$ cat src/rtl/spi_control_fsm_pkg.sv
// Shared types for the SPI slave transaction controller.
// State encoding, R/W polarity and counter sizing.
package spi_control_fsm_pkg;

  typedef enum logic [2:0] {
    IDLE        = 3'd0,
    GET_ADDR    = 3'd1,
    GOT_ADDR    = 3'd2,
    READ_LOAD   = 3'd3,
    READ_SHIFT  = 3'd4,
    WRITE_RECV  = 3'd5,
    WRITE_STORE = 3'd6,
    DONE        = 3'd7
  } state_t;

  localparam logic RW_READ = 1'b1;

  function automatic int cntWidth(int addrBits, int dataBits);
    return $clog2(addrBits + dataBits + 1);
  endfunction

endpackage

$ cat src/rtl/spi_control_fsm_bit_counter.sv
// Edge counter shared by address and data phases.
// hit flags that the next increment reaches term.
module spi_control_fsm_bit_counter #(
  parameter int W = 4
) (
  input  logic         clk,
  input  logic         reset,
  input  logic         clr,
  input  logic         en,
  input  logic [W-1:0] term,
  output logic         hit
);

  logic [W-1:0] count;
  logic [W-1:0] countNext;

  assign countNext = count + W'(1);
  assign hit       = (countNext == term);

  // count register: clear wins over increment
  always_ff @(posedge clk) begin
    if (reset || clr) begin
      count <= '0;
    end else if (en) begin
      count <= countNext;
    end
  end

endmodule

$ cat src/rtl/spi_control_fsm.sv
// SPI slave transaction controller.
// Moore strobes for address latch, SR load, DM write, MISO enable.
module spi_control_fsm
  import spi_control_fsm_pkg::*;
#(
  parameter int ADDR_BITS = 7,
  parameter int DATA_BITS = 8
) (
  input  logic clk,
  input  logic reset,
  input  logic cs_n,
  input  logic sclk_pos,
  input  logic sclk_neg,
  input  logic rw_bit,
  output logic addr_we,
  output logic sr_we,
  output logic dm_we,
  output logic miso_buff
);

  localparam int CW = cntWidth(ADDR_BITS, DATA_BITS);

  state_t        state;
  state_t        nextState;
  logic          cntClr;
  logic          cntEn;
  logic          cntHit;
  logic [CW-1:0] cntTerm;

  // address phase also counts the R/W bit
  assign cntTerm = (state == GET_ADDR) ? CW'(ADDR_BITS + 1)
                                       : CW'(DATA_BITS);

  spi_control_fsm_bit_counter #(
    .W(CW)
  ) uCnt (
    .clk  (clk),
    .reset(reset),
    .clr  (cntClr),
    .en   (cntEn),
    .term (cntTerm),
    .hit  (cntHit)
  );

  // state register
  always_ff @(posedge clk) begin
    if (reset) begin
      state <= IDLE;
    end else begin
      state <= nextState;
    end
  end

  // next state, counter control and Moore outputs
  always_comb begin
    nextState = state;
    cntClr    = 1'b0;
    cntEn     = 1'b0;
    addr_we   = 1'b0;
    sr_we     = 1'b0;
    dm_we     = 1'b0;
    miso_buff = 1'b0;
    unique case (state)
      IDLE: begin
        cntClr = 1'b1;
        if (!cs_n) nextState = GET_ADDR;
      end
      GET_ADDR: begin
        cntEn = sclk_pos;
        if (sclk_pos && cntHit) nextState = GOT_ADDR;
      end
      GOT_ADDR: begin
        addr_we   = 1'b1;
        cntClr    = 1'b1;
        nextState = (rw_bit == RW_READ) ? READ_LOAD
                                        : WRITE_RECV;
      end
      READ_LOAD: begin
        sr_we     = 1'b1;
        nextState = READ_SHIFT;
      end
      READ_SHIFT: begin
        miso_buff = 1'b1;
        cntEn     = sclk_neg;
        if (sclk_neg && cntHit) nextState = DONE;
      end
      WRITE_RECV: begin
        cntEn = sclk_pos;
        if (sclk_pos && cntHit) nextState = WRITE_STORE;
      end
      WRITE_STORE: begin
        dm_we     = 1'b1;
        nextState = DONE;
      end
      DONE: begin
        nextState = DONE;
      end
      default: nextState = IDLE;
    endcase
    // chip select release overrides any edge-driven move
    if (cs_n && state != IDLE) begin
      nextState = IDLE;
      cntClr    = 1'b1;
      cntEn     = 1'b0;
    end
  end

endmodule

$ cat config.mk
export PLATFORM = sky130hd
export DESIGN_NAME = spi_control_fsm
export DESIGN_NICKNAME = d
export VERILOG_FILES = /design/src/rtl/spi_control_fsm_pkg.sv /design/src/rtl/spi_control_fsm_bit_counter.sv /design/src/rtl/spi_control_fsm.sv
export SDC_FILE = /design/constraint.sdc
export NUM_CORES = 1
export LEC_CHECK = 0
export BUFFER_PORTS_ARGS = -buffer_cell sky130_fd_sc_hd__clkbuf_2
export CORE_AREA = 2 2 39 41
export CTS_BUF_LIST = sky130_fd_sc_hd__clkbuf_4
export CTS_CLUSTER_DIAMETER = 150
export DETAILED_ROUTE_END_ITERATION = 6
export DIE_AREA = 0 0 41 43
export GPL_TIMING_DRIVEN = 0
export PLACE_DENSITY = 0.61
export SYNTH_ARGS = -nofsm -noshare
export SYNTH_HDL_FRONTEND = slang
export SYNTH_SLANG_ARGS = --single-unit
$ cat constraint.sdc
create_clock -name clk -period 1.4 [get_ports clk]
set_input_delay 0.21 -clock clk [delete_from_list [all_inputs] [get_ports clk]]
set_output_delay 0.21 -clock clk [all_outputs]
set_load 0.01 [all_outputs]
* Word level (Yosys, flattened, before mapping)
Cells that the tools add are included.
** Operators by class
- Reduce and logical (&&, ||, !) cells :: 11
- Equality and inequality tests :: 12
- Muxes and demuxes :: 14
- $add $sub $neg :: 1
** Operators by type and width (number)
- $pmux W3 S7 :: 1
- $mux W3 :: 5
- $eq A3 B3 Y1 const B :: 4
- $reduce_or A2 Y1 :: 4
- $mux W1 :: 7
- $eq A3 B2 Y1 const B :: 2
- $ne A2 B2 Y1 const B :: 3
- $add A4 B1 Y4 const B :: 1
- $eq A4 B4 Y1 const B :: 1
- $reduce_and A4 Y1 :: 1
- $eq A3 B1 Y1 const B :: 1
- $logic_and A1 B1 Y1 :: 3
- $logic_not A3 Y1 :: 1
- $reduce_bool A3 Y1 :: 1
- $ne A2 B1 Y1 const B :: 1
- $pmux W1 S2 :: 1
- $logic_or A1 B1 Y1 :: 1
** Storage, ports and cells
- Input bits :: 6
- Output and inout bits :: 4
- Logic and storage cells :: 40
- Register bits :: 7

* Longest topological paths before layout
Gate-level depths: netlist (run 1).
- Depth in word-level cells :: 5
- Depth in mapped cells :: 5

* Modules after synthesis
A second synthesis (run 1) with hierarchy kept.
** Second synthesis, totals
- Cell total of the unflattened synthesis :: 49
- Area, all modules :: 424.2 um2
** By module, submodules not included
- spi_control_fsm_bit_counter :: cells an instance 23, seq. area each 80.1 um2, times used 1, area an instance 222.7 um2
- spi_control_fsm :: cells an instance 26, seq. area each 60.1 um2, times used 1, area an instance 201.4 um2

* Worst setup path before layout (run 1)
OpenSTA, ideal clock, no wires.
- Path kind :: reg2reg
- From :: register uCnt.count[0]
- To :: register state[1]
- Buffers on the path :: 0
- Arrival time :: 1.405 ns
- Setup slack :: -0.109 ns
- Cell stages (with the launch flop) :: 5
- Period minus slack after synthesis :: 1.509 ns
- Setup time :: 0.103 ns
- Cells stage by stage :: dfxtp_1 > ha_1 > nor4bb_1 > o2111ai_1 > a2111oi_2
** Between the ends
- Longest elaborated chain between the ends :: 5
- Elaborated cells on any way between the ends :: 8
- Those cells by class :: 1 x add/sub; 4 x eq/ne; 3 x reduce/logical
** RTL lines
- from (decl) :: RTL line spi_control_fsm_bit_counter.sv:14 : logic [W-1:0] count;
- from (signal assigned) :: RTL line spi_control_fsm_bit_counter.sv:25 : count <= countNext;
- $add A4 B1 Y4 * :: RTL line spi_control_fsm_bit_counter.sv:17 : assign countNext = count + W'(1);
- $eq A4 B4 Y1 * :: RTL line spi_control_fsm_bit_counter.sv:18 : assign hit = (countNext == term);
- $logic_and A1 B1 Y1, on equally long branches :: RTL line spi_control_fsm.sv:70, spi_control_fsm.sv:89, spi_control_fsm.sv:85
- $ne A2 B2 Y1 (no source line) or $ne A2 B1 Y1 (tied branches)
- $reduce_and A4 Y1 (no source line) *
- to (signal assigned) :: RTL line spi_control_fsm.sv:50 : state <= nextState;
- to (decl) :: RTL line spi_control_fsm.sv:23 : state_t state;
Mark *: on every way between the ends. The rest lies on a longest branch, timed or not.
A chain may end at the register's enable or synchronous reset.

* Worst setup path in the final report (run 1)
Ends and elaborated chain as after synthesis.

==> results by group, run 1 <==
STA
  – Tmin final: 1.44 ns
  – Worst Tran Pin Value: approximately 0.48 ns
  – Final max-slew violation count: 0
  – Final hold violation count: 0
  – Setup ws final: -0.0369 ns
  – Slew HR: 67.5%
  – Final Cycle Share: 103%
  – Worst Skew: 0.0104 ns
  – Fmax: 696 MHz
  – # setup viols final: 1
  – RSZ-0062 raised after global routing: yes

Die
  – Initial Util: a little under two fifths
  – Core Footprint: 1380 sq um
  – Die area: between 1500 and 2000 sq um
  – FP Rows: 14
  – Die X-Extent: 41 um
  – Die height: between 40 and 50 um
  – Io pins: 10

Clock network
  – Clk buf depth: 2
  – Worst-skew pair later-pin latency: 0.25 ns
  – CTS tree: done
  – Clock root buffer: clkbuf_4
  – Clock net sink count: 7
  – H-tree levels: 1
  – Total CTS buffers: 3
  – Hold-fix buffers, CTS: 0
  – # Post-CTS Setup Buffers: 0
  – Worst-path clk slew: ~0.060 ns

Place
  – DP Area: approximately 600 sq um
  – I/O Buffers: 9
  – Placer Congestion: 0.759
  – Post-DP HPWL: ~750 um

Run status
  – Outcome: complete, but fails checks
  – Violated checks: setup timing

Cells and area
  – Most frequent cells in the layout: clkbuf_2, nor2_1
  – Most common cell after layout, fill and taps aside: clkbuf_2
  – Layout cells sized above 1: 46.4%
  – Final Util: around half
  – Final instance area: 679 sq um
  – Final layout net count: 78
  – Antenna cells: 0
  – FILL cells: 129
  – P&R area growth vs syn: 29.3%

Critical path
  – Crit-path max FO: 6
  – CP arrival: 1.59 ns
  – Crit Path Class: reg2reg
  – Cell family with most CP delay: compound AO/OA/AOI/OAI gates
  – Worst Path Buf+Inv: 0
  – Worst Path Required: roughly 1.6 ns
  – Crit end category: flip-flop
  – Critical path's largest stage delay: between 0.3 and 0.4 ns
  – Critical Path Start Type: flip-flop
  – CP cell instances: ha_4 -> nor4bb_4 -> o2111ai_2 -> a2111oi_2
  – CP max-delay cell: dfxtp_4

Detailed routing
  – Antenna viol nets, final: 0
  – Avg WL per Cell: between 10 and 15 um
  – 1st-pass router iterations: 4
  – Detailed-route wire length: roughly 940 um
  – Drt drc: 0
  – Vias/cell: roughly 5.0
  – Initial DRC count: 5
  – Via Count: between 400 and 500

Worst hold path
  – HP Class: in2reg

Yosys
  – Mean post-synth cell area: around 9.4 sq um
  – Synth Register Bits: 7
  – Mapped Cells: 56
  – Ys Warns: 0
  – Mapped Nets: 64
  – Area share of the largest cell type after synthesis: 26.7%
  – Post-synthesis sequential area ratio: about a quarter
  – Synth area leaders: dfxtp_1, a2111oi_4, xnor2_1, ha_1, a21oi_1
  – Synth unique cells: 28
  – Post-synth design cell area: roughly 530 sq um
  – Cell taking the most area after synthesis: dfxtp_1

Global route
  – Number of global-route vias before repair: about 380
  – Global-route wire length before repair: approximately 1600 um
  – Initial antenna violation count: 0
  – Largest net degree at the start of global routing: 10
  – GR Util All Layers: 14.2%
  – Global route total overflow: 0

Power
  – Peak supply drop: 384 uV
  – P_sw: roughly 0.11 mW
  – Net Sw Frac: 23.5%
  – Clk pwr share: between 40% and 50%
  – Leakage power: ~0.24 nW
  – Power per cell area: between 600 and 700 nW/um^2
  – Internal Power: ~0.34 mW
  – Sequential share of power: between 40 and 50%
  – Total power: 0.451 mW
  – Combinational power share: 10.1%

Flow run
  – Max_cap viols: 0
stage by stage:
| stage | setup slack [ns] | hold slack [ns] | std cells | TNS, ns |
|---|---|---|---|---|
| floorplan | 0.0147 | 0.286 | 56 | 0 |
| global placement | -0.115 | 0.434 | 81 | -0.137 |
| detailed placement | -0.0958 | 0.428 | 81 | -0.110 |
| CTS | -0.0659 | 0.141 | 85 | -0.0659 |
| global route | -0.129 | 0.145 | 85 | -0.218 |
| finish | -0.0369 | 0.152 | 85 | -0.0369 |
Yosys cell counts:
master	number
nor3_1	3
a21oi_1	4
o2111ai_1	1
nand3b_1	1
mux2i_1	1
buf_4	1
o2bb2ai_1	1
nand3b_4	1
xnor2_1	3
a211oi_2	1
a21bo_2	1
inv_2	1
nor4bb_1	1
inv_1	2
nand3_1	2
and3_1	3
ha_1	2
o21ai_0	2
nor3b_2	1
o21a_1	1
buf_6	1
a2111oi_4	2
dfxtp_1	7
nor2_1	5
a21boi_1	1
a2111oi_2	1
nand2_1	5
a21boi_0	1
cell families after synthesis:
kind of cell / after synthesis / share of synthesized area [%]
multiplexers: 1 / 1.90
XOR/XNOR: 3 / 5.00
AO/OA/AOI/OAI: 16 / 31.0
flip-flops: 7 / 26.7
AND/OR/NAND/NOR: 22 / 25.0
buffers and inverters: 5 / 5.71
adder cells (fa/ha/maj): 2 / 4.76
path summary, 6_finish.rpt:
check / from / end / cells after the start / slack, ns
worst max-delay path: uCnt.count[0] / state[1] / 4 / -0.04
worst min-delay path: reset / state[1] / 2 / 0.15
worst max register to register: uCnt.count[0] / state[1] / 4 / -0.04
worst min register to register: uCnt.count[1] / uCnt.count[1] / 2 / 0.56
power groups by stage:
| stage | Clock, mW | Combinational, mW | Sequential, mW |
|---|---|---|---|
| 2_1_floorplan | 0 | 0.0262 | 0.207 |
| 3_3_place_gp | 0 | 0.0441 | 0.208 |
| 3_5_place_dp | 0 | 0.0438 | 0.207 |
| 4_1_cts | 0.218 | 0.0438 | 0.203 |
| 5_1_grt | 0.226 | 0.0506 | 0.199 |
| 6_report | 0.206 | 0.0453 | 0.199 |
layout make-up:
class,count,area (sq um),share of cell area (%)
multi-input cells,44,405,59.7
well taps,16,20.0,2.95
flip-flops and latches,7,149,21.9
inverters,3,11.3,1.66
clock buffers,4,30.0,4.42
plain buffers,2,18.8,2.76
repair buffers,9,45.0,6.63
registers in the layout, indices dropped and copies added (netlist names):
register    cells
state           3
uCnt.count      4
what timing repair did:
item / CTS / global route
pin swaps: 1 / 4
gates cloned: 0 / 0
endpoints found under the hold margin: 0 / 0
endpoints found under the setup margin: 4 / 5
resized for setup: 1 / 8
metal layers:
layer / track usage, % / share of wire, %
met3: 4.71 / 4.3
met5: 0 / 0
met4: 12.0 / 2.9
met2: 16.9 / 43
met1: 19.5 / 50
(Power assumes the default switching activity.)
==> run 2, diff against run 1 <==
--- a/config.mk
+++ b/config.mk
@@ -5,14 +5,14 @@
 export SDC_FILE = /design/constraint.sdc
 export NUM_CORES = 1
 export LEC_CHECK = 0
-export BUFFER_PORTS_ARGS = -buffer_cell sky130_fd_sc_hd__clkbuf_2
 export CORE_AREA = 2 2 39 41
 export CTS_BUF_LIST = sky130_fd_sc_hd__clkbuf_4
 export CTS_CLUSTER_DIAMETER = 150
 export DETAILED_ROUTE_END_ITERATION = 6
 export DIE_AREA = 0 0 41 43
+export DONT_BUFFER_PORTS = 1
 export GPL_TIMING_DRIVEN = 0
-export PLACE_DENSITY = 0.61
+export PLACE_DENSITY = 0.55
 export SYNTH_ARGS = -nofsm -noshare
 export SYNTH_HDL_FRONTEND = slang
 export SYNTH_SLANG_ARGS = --single-unit
==> run 2 against run 1 <==
Net effect: the run still ends with setup timing left; non-clock buffer count fell by 8; combinational power fell by 17%; register-to-register slack barely moved; worst setup slack got worse by 0.012 ns; worst hold slack got worse by 0.13 ns; largest cell class unchanged; total power fell by 2.7%.
==> results by group, run 2 (synthesized netlist as in run 1, its figures left out) <==
Die
  – Io pins: 10
  – Die area: about 1800 sq um
  – Die X-Extent: approximately 41 um
  – FP Rows: 14
  – Core Footprint: between 1000 and 1500 sq um
  – Die height: ~43 um
  – Initial Util: 38.0%

Power
  – Internal Power: roughly 0.34 mW
  – Peak supply drop: about 410 uV
  – Clk pwr share: a little under half
  – Total power: 0.439 mW
  – Net Sw Frac: ~22%
  – Combinational power share: 8.6%
  – Power per cell area: ~670 nW/um^2
  – Sequential share of power: 45.5%
  – P_sw: roughly 0.095 mW
  – Leakage power: slightly above 0.2 nW

Flow run
  – Max_cap viols: 0

Detailed routing
  – Via Count: around 420
  – Drt drc: 0
  – 1st-pass router iterations: 4
  – Initial DRC count: 17
  – Detailed-route wire length: 995 um
  – Vias/cell: ~5.5
  – Antenna viol nets, final: 0
  – Avg WL per Cell: roughly 13 um

STA
  – Slew HR: roughly 70%
  – Hold Slack: roughly 0.02 ns
  – Tmin final: between 1 and 1.5 ns
  – # setup viols final: 1
  – Final max-slew violation count: 0
  – Setup ws final: -0.0491 ns
  – Final Cycle Share: 104%
  – Fmax: 690 MHz
  – Worst Tran Pin Value: between 0.4 and 0.5 ns
  – RSZ-0062 raised after global routing: yes
  – Final hold violation count: 0
  – Worst Skew: 0.00625 ns

Critical path
  – Critical Path Start Type: flip-flop
  – Crit Path Class: reg2reg
  – Worst Path Required: 1.54 ns
  – Crit-path max FO: 6
  – Crit end category: flip-flop
  – CP arrival: about 1.6 ns

Clock network
  – Total CTS buffers: 3
  – Clock net sink count: 7
  – Worst-skew pair later-pin latency: about 0.25 ns
  – H-tree levels: 1
  – Worst-path clk slew: 0.05 ns
  – Clock root buffer: clkbuf_4
  – CTS tree: done
  – Hold-fix buffers, CTS: 0
  – Clk buf depth: 2

Cells and area
  – Antenna cells: 0
  – Most frequent cells in the layout: nor2_1, a21oi_1, nand2_1, clkbuf_4, dfxtp_1
  – P&R area growth vs syn: 24.0%
  – Top flop regs: uCnt.count (4), state (3)
  – Max FFs per register: 4
  – Final layout net count: 70
  – Biggest register: uCnt.count
  – Most common cell after layout, fill and taps aside: nor2_1
  – Layout cells sized above 1: between 40% and 50%

Worst hold path
  – HP Class: in2reg

Run status
  – Violated checks: setup timing
  – Outcome: complete, but fails checks

Place
  – Post-DP HPWL: 750 um
  – Placer Congestion: between 0.7 and 0.8
  – I/O Buffers: 0
  – Dpl ws: -0.120 ns

Global route
  – GR Util All Layers: approximately an eighth
  – Global-route wire length before repair: ~1500 um
  – Global route total overflow: 0
  – Initial antenna violation count: 0
  – Number of global-route vias before repair: between 300 and 400
  – Largest net degree at the start of global routing: 10
-- run 2: cell types whose count changed in the layout (fill, tap and decap cells not counted), sizes merged --
cell	before	now
clkbuf	13	4
buf	2	3
-- run 2: per-layer routing --
metal | GRT usage (%) | up-vias | share of wire, %
met1 | 20.1 | 196 | 51
met4 | 8.00 | 0 | 1.0
met2 | 14.1 | 6 | 43
met5 | 0 | - | 0
li1 | - | 217 | -
met3 | 3.14 | 2 | 4.3
-- run 2: area by class of cell --
class | count | area [sq um]
sequential | 7 | 149
clock buffer | 4 | 30.0
timing repair buffer | 1 | 7.51
fill | 142 | 732
tap | 16 | 20.0
inverter | 3 | 11.3
buffer | 2 | 18.8
multi-input combinational | 44 | 415
-- run 2: worst paths after layout --
check / endpoint / cells past startpoint / slack, ns / from
setup / recovery: state[1] / 4 / -0.05 / uCnt.count[0]
hold reg to reg: uCnt.count[1] / 2 / 0.56 / uCnt.count[1]
hold / removal: state[1] / 1 / 0.02 / reset
setup reg to reg: state[1] / 4 / -0.05 / uCnt.count[0]
-- run 2: power groups by stage --
| stage | registers [mW] | logic (mW) | clock network [mW] |
|---|---|---|---|
| after CTS | 0.203 | 0.0301 | 0.208 |
| after detailed placement | 0.207 | 0.0300 | 0 |
| final | 0.200 | 0.0375 | 0.201 |
| after global placement | 0.207 | 0.0301 | 0 |
| after floorplan | 0.207 | 0.0262 | 0 |
| after global routing | 0.200 | 0.0401 | 0.219 |
-- run 2: per-stage QoR --
| step | cells | utilization, % | cell area, sq um | setup TNS [ns] |
|---|---|---|---|---|
| 3_3_place_gp | 72 | 41.0 | 568 | -0.192 |
| 6_report | 77 | 47.1 | 652 | -0.0491 |
| 5_1_grt | 77 | 47.1 | 652 | -0.185 |
| 3_5_place_dp | 72 | 41.0 | 568 | -0.148 |
| 2_1_floorplan | 56 | - | 548 | 0 |
| 4_1_cts | 76 | 43.2 | 598 | -0.293 |
-- run 2: critical path, stage by stage, from the launching register on --
cell and delay [ns]:
dfxtp_4 0.37, ha_4 0.18, nor4bb_4 0.31, o2111ai_1 0.18, a2111oi_2 0.31
-- run 2: timing repair --
item                       4_1_cts  5_1_grt
pin swaps                        1        3
hold endpoints to repair         0        0
setup endpoints to repair        4        8
setup buffers                    0        1
resized for setup                0       11
==> run 3, diff against run 2 <==
--- a/config.mk
+++ b/config.mk
@@ -13,6 +13,7 @@
 export DONT_BUFFER_PORTS = 1
 export GPL_TIMING_DRIVEN = 0
 export PLACE_DENSITY = 0.55
+export SETUP_SLACK_MARGIN = 0.05
 export SYNTH_ARGS = -nofsm -noshare
 export SYNTH_HDL_FRONTEND = slang
 export SYNTH_SLANG_ARGS = --single-unit
==> run 3 against run 2 <==
Net effect: the run still ends with setup timing left; global-route usage grew 0.62 points; combinational power is essentially flat; cell count stayed put; wire length shrank 3.7%; core utilization rose by 0.72 points; count of clock-buffer cells in the layout unchanged.
==> results by group, run 3 (synthesized netlist as in run 1, its figures left out) <==
Run status
  – Outcome: complete, but fails checks
  – Violated checks: setup timing

Detailed routing
  – 1st-pass router iterations: 4
  – Detailed-route wire length: 958 um
  – Antenna viol nets, final: 0
  – Avg WL per Cell: approximately 12 um
  – Via Count: ~420
  – Vias/cell: between 5 and 6
  – Drt drc: 0
  – Initial DRC count: 2

STA
  – Fmax: 692 MHz
  – Final Cycle Share: 103%
  – RSZ-0062 raised after global routing: yes
  – Final hold violation count: 0
  – # setup viols final: 1
  – Worst Tran Pin Value: about 0.45 ns
  – Final max-slew violation count: 0
  – Tmin final: approximately 1.4 ns
  – Setup ws final: -0.0441 ns
  – Worst Skew: approximately 0.0027 ns
  – Slew HR: around 70%

Cells and area
  – Non-Filler Instances: 77
  – P&R area growth vs syn: 26.0%
  – Biggest register: uCnt.count
  – Antenna cells: 0
  – Max FFs per register: 4
  – Most frequent cells in the layout: nor2_1, nand2_1, clkbuf_4
  – Most common cell after layout, fill and taps aside: nor2_1
  – Final layout net count: 70
  – FILL cells: between 100 and 150
  – Top flop regs: uCnt.count (4), state (3)
  – Layout cells sized above 1: between 40% and 50%

Die
  – FP Rows: 14
  – Die area: ~1800 sq um
  – Core Footprint: ~1400 sq um
  – Die X-Extent: 41 um
  – Die height: approximately 43 um
  – Initial Util: a little under two fifths
  – Io pins: 10

Worst hold path
  – HP Class: in2reg
  – Hold Crit Depth: 1

Place
  – Dpl cells: approximately 70
  – Post-DP HPWL: roughly 730 um
  – Dpl ws: -0.0745 ns
  – I/O Buffers: 0
  – Placer Congestion: between 0.7 and 0.8

Clock network
  – Clock net sink count: 7
  – H-tree levels: 1
  – Clk buf depth: 2
  – Worst-skew pair later-pin latency: between 0.2 and 0.25 ns
  – Worst-path clk slew: 0.05 ns
  – Hold-fix buffers, CTS: 0
  – Clock root buffer: clkbuf_4
  – CTS tree: done
  – Total CTS buffers: 3

Critical path
  – CP arrival: 1.58 ns
  – Critical path's largest stage delay: about 0.36 ns
  – CP cell instances: ha_4 -> nor4bb_4 -> a21boi_1 -> a21boi_2 -> a2111oi_2
  – Critical Path Start Type: flip-flop
  – Crit end category: flip-flop
  – Worst r2r path cells: 5
  – Worst Path Required: 1.53 ns
  – CP max-delay cell: dfxtp_4
  – Crit Path Class: reg2reg
  – Crit-path max FO: 6

Power
  – Power per cell area: between 600 and 700 nW/um^2
  – Peak supply drop: between 300 and 400 uV
  – Leakage power: approximately 0.21 nW

Global route
  – GR Util All Layers: 13.2%
  – Number of global-route vias before repair: between 300 and 400
  – Initial antenna violation count: 0
  – Global-route wire length before repair: around 1500 um
  – Largest net degree at the start of global routing: 10
  – Global route total overflow: 0

Flow run
  – Max_cap viols: 0
run 3: power breakdown:
group	internal, mW	total [mW]	switching, mW
logic	0.0169	0.0375	0.0206
clock network	0.128	0.195	0.0673
registers	0.199	0.200	0.00124
run 3: final timing paths:
path                               startpoint       endpoint  slack, ns
worst max-delay path            uCnt.count[0]       state[1]      -0.04
worst min-delay path                    reset       state[1]       0.03
worst max register to register  uCnt.count[0]       state[1]      -0.04
worst min register to register  uCnt.count[1]  uCnt.count[1]       0.55
run 3: per-layer routing:
| metal | wire length (um) | vias up | GRT usage, % |
|---|---|---|---|
| met4 | 0 | 0 | 8.00 |
| met5 | 0 | - | 0 |
| li1 | - | 215 | - |
| met1 | 471 | 191 | 20.1 |
| met2 | 436 | 9 | 15.0 |
| met3 | 50 | 0 | 4.71 |
run 3: worst max-delay path: cells and delay by family, from the launching register on:
| family | cells | cell delay (ns) |
|---|---|---|
| fa+ha+maj | 1 | 0.18 |
| flops | 1 | 0.36 |
| compound gates | 3 | 0.48 |
| simple gates | 1 | 0.31 |
run 3: metrics by stage:
step	setup TNS (ns)	utilization (%)	hold WS, ns	total power [mW]	cell area, sq um
2_1_floorplan	0	-	0.286	0.234	548
3_3_place_gp	-0.151	41.0	0.292	0.238	568
3_5_place_dp	-0.107	41.0	0.292	0.237	568
4_1_cts	-0.0764	46.2	0.0215	0.442	639
5_1_grt	-0.136	47.8	0.00947	0.465	662
6_report	-0.0441	47.8	0.0302	0.433	662
run 3: layout make-up:
type	count	area [sq um]	area share [%]
Buffer	2	22.5	3.40
Clock buffer	4	30.0	4.54
Multi-Input combinational cell	44	419	63.3
Tap cell	16	20.0	3.02
Sequential cell	7	151	22.9
Inverter	3	11.3	1.70
Timing Repair Buffer	1	7.51	1.13
run 3: timing repair:
item | in CTS | in global routing
setup endpoints to repair | 5 | 6
resized for setup | 9 | 6
setup buffers | 0 | 1
pin swaps | 2 | 5
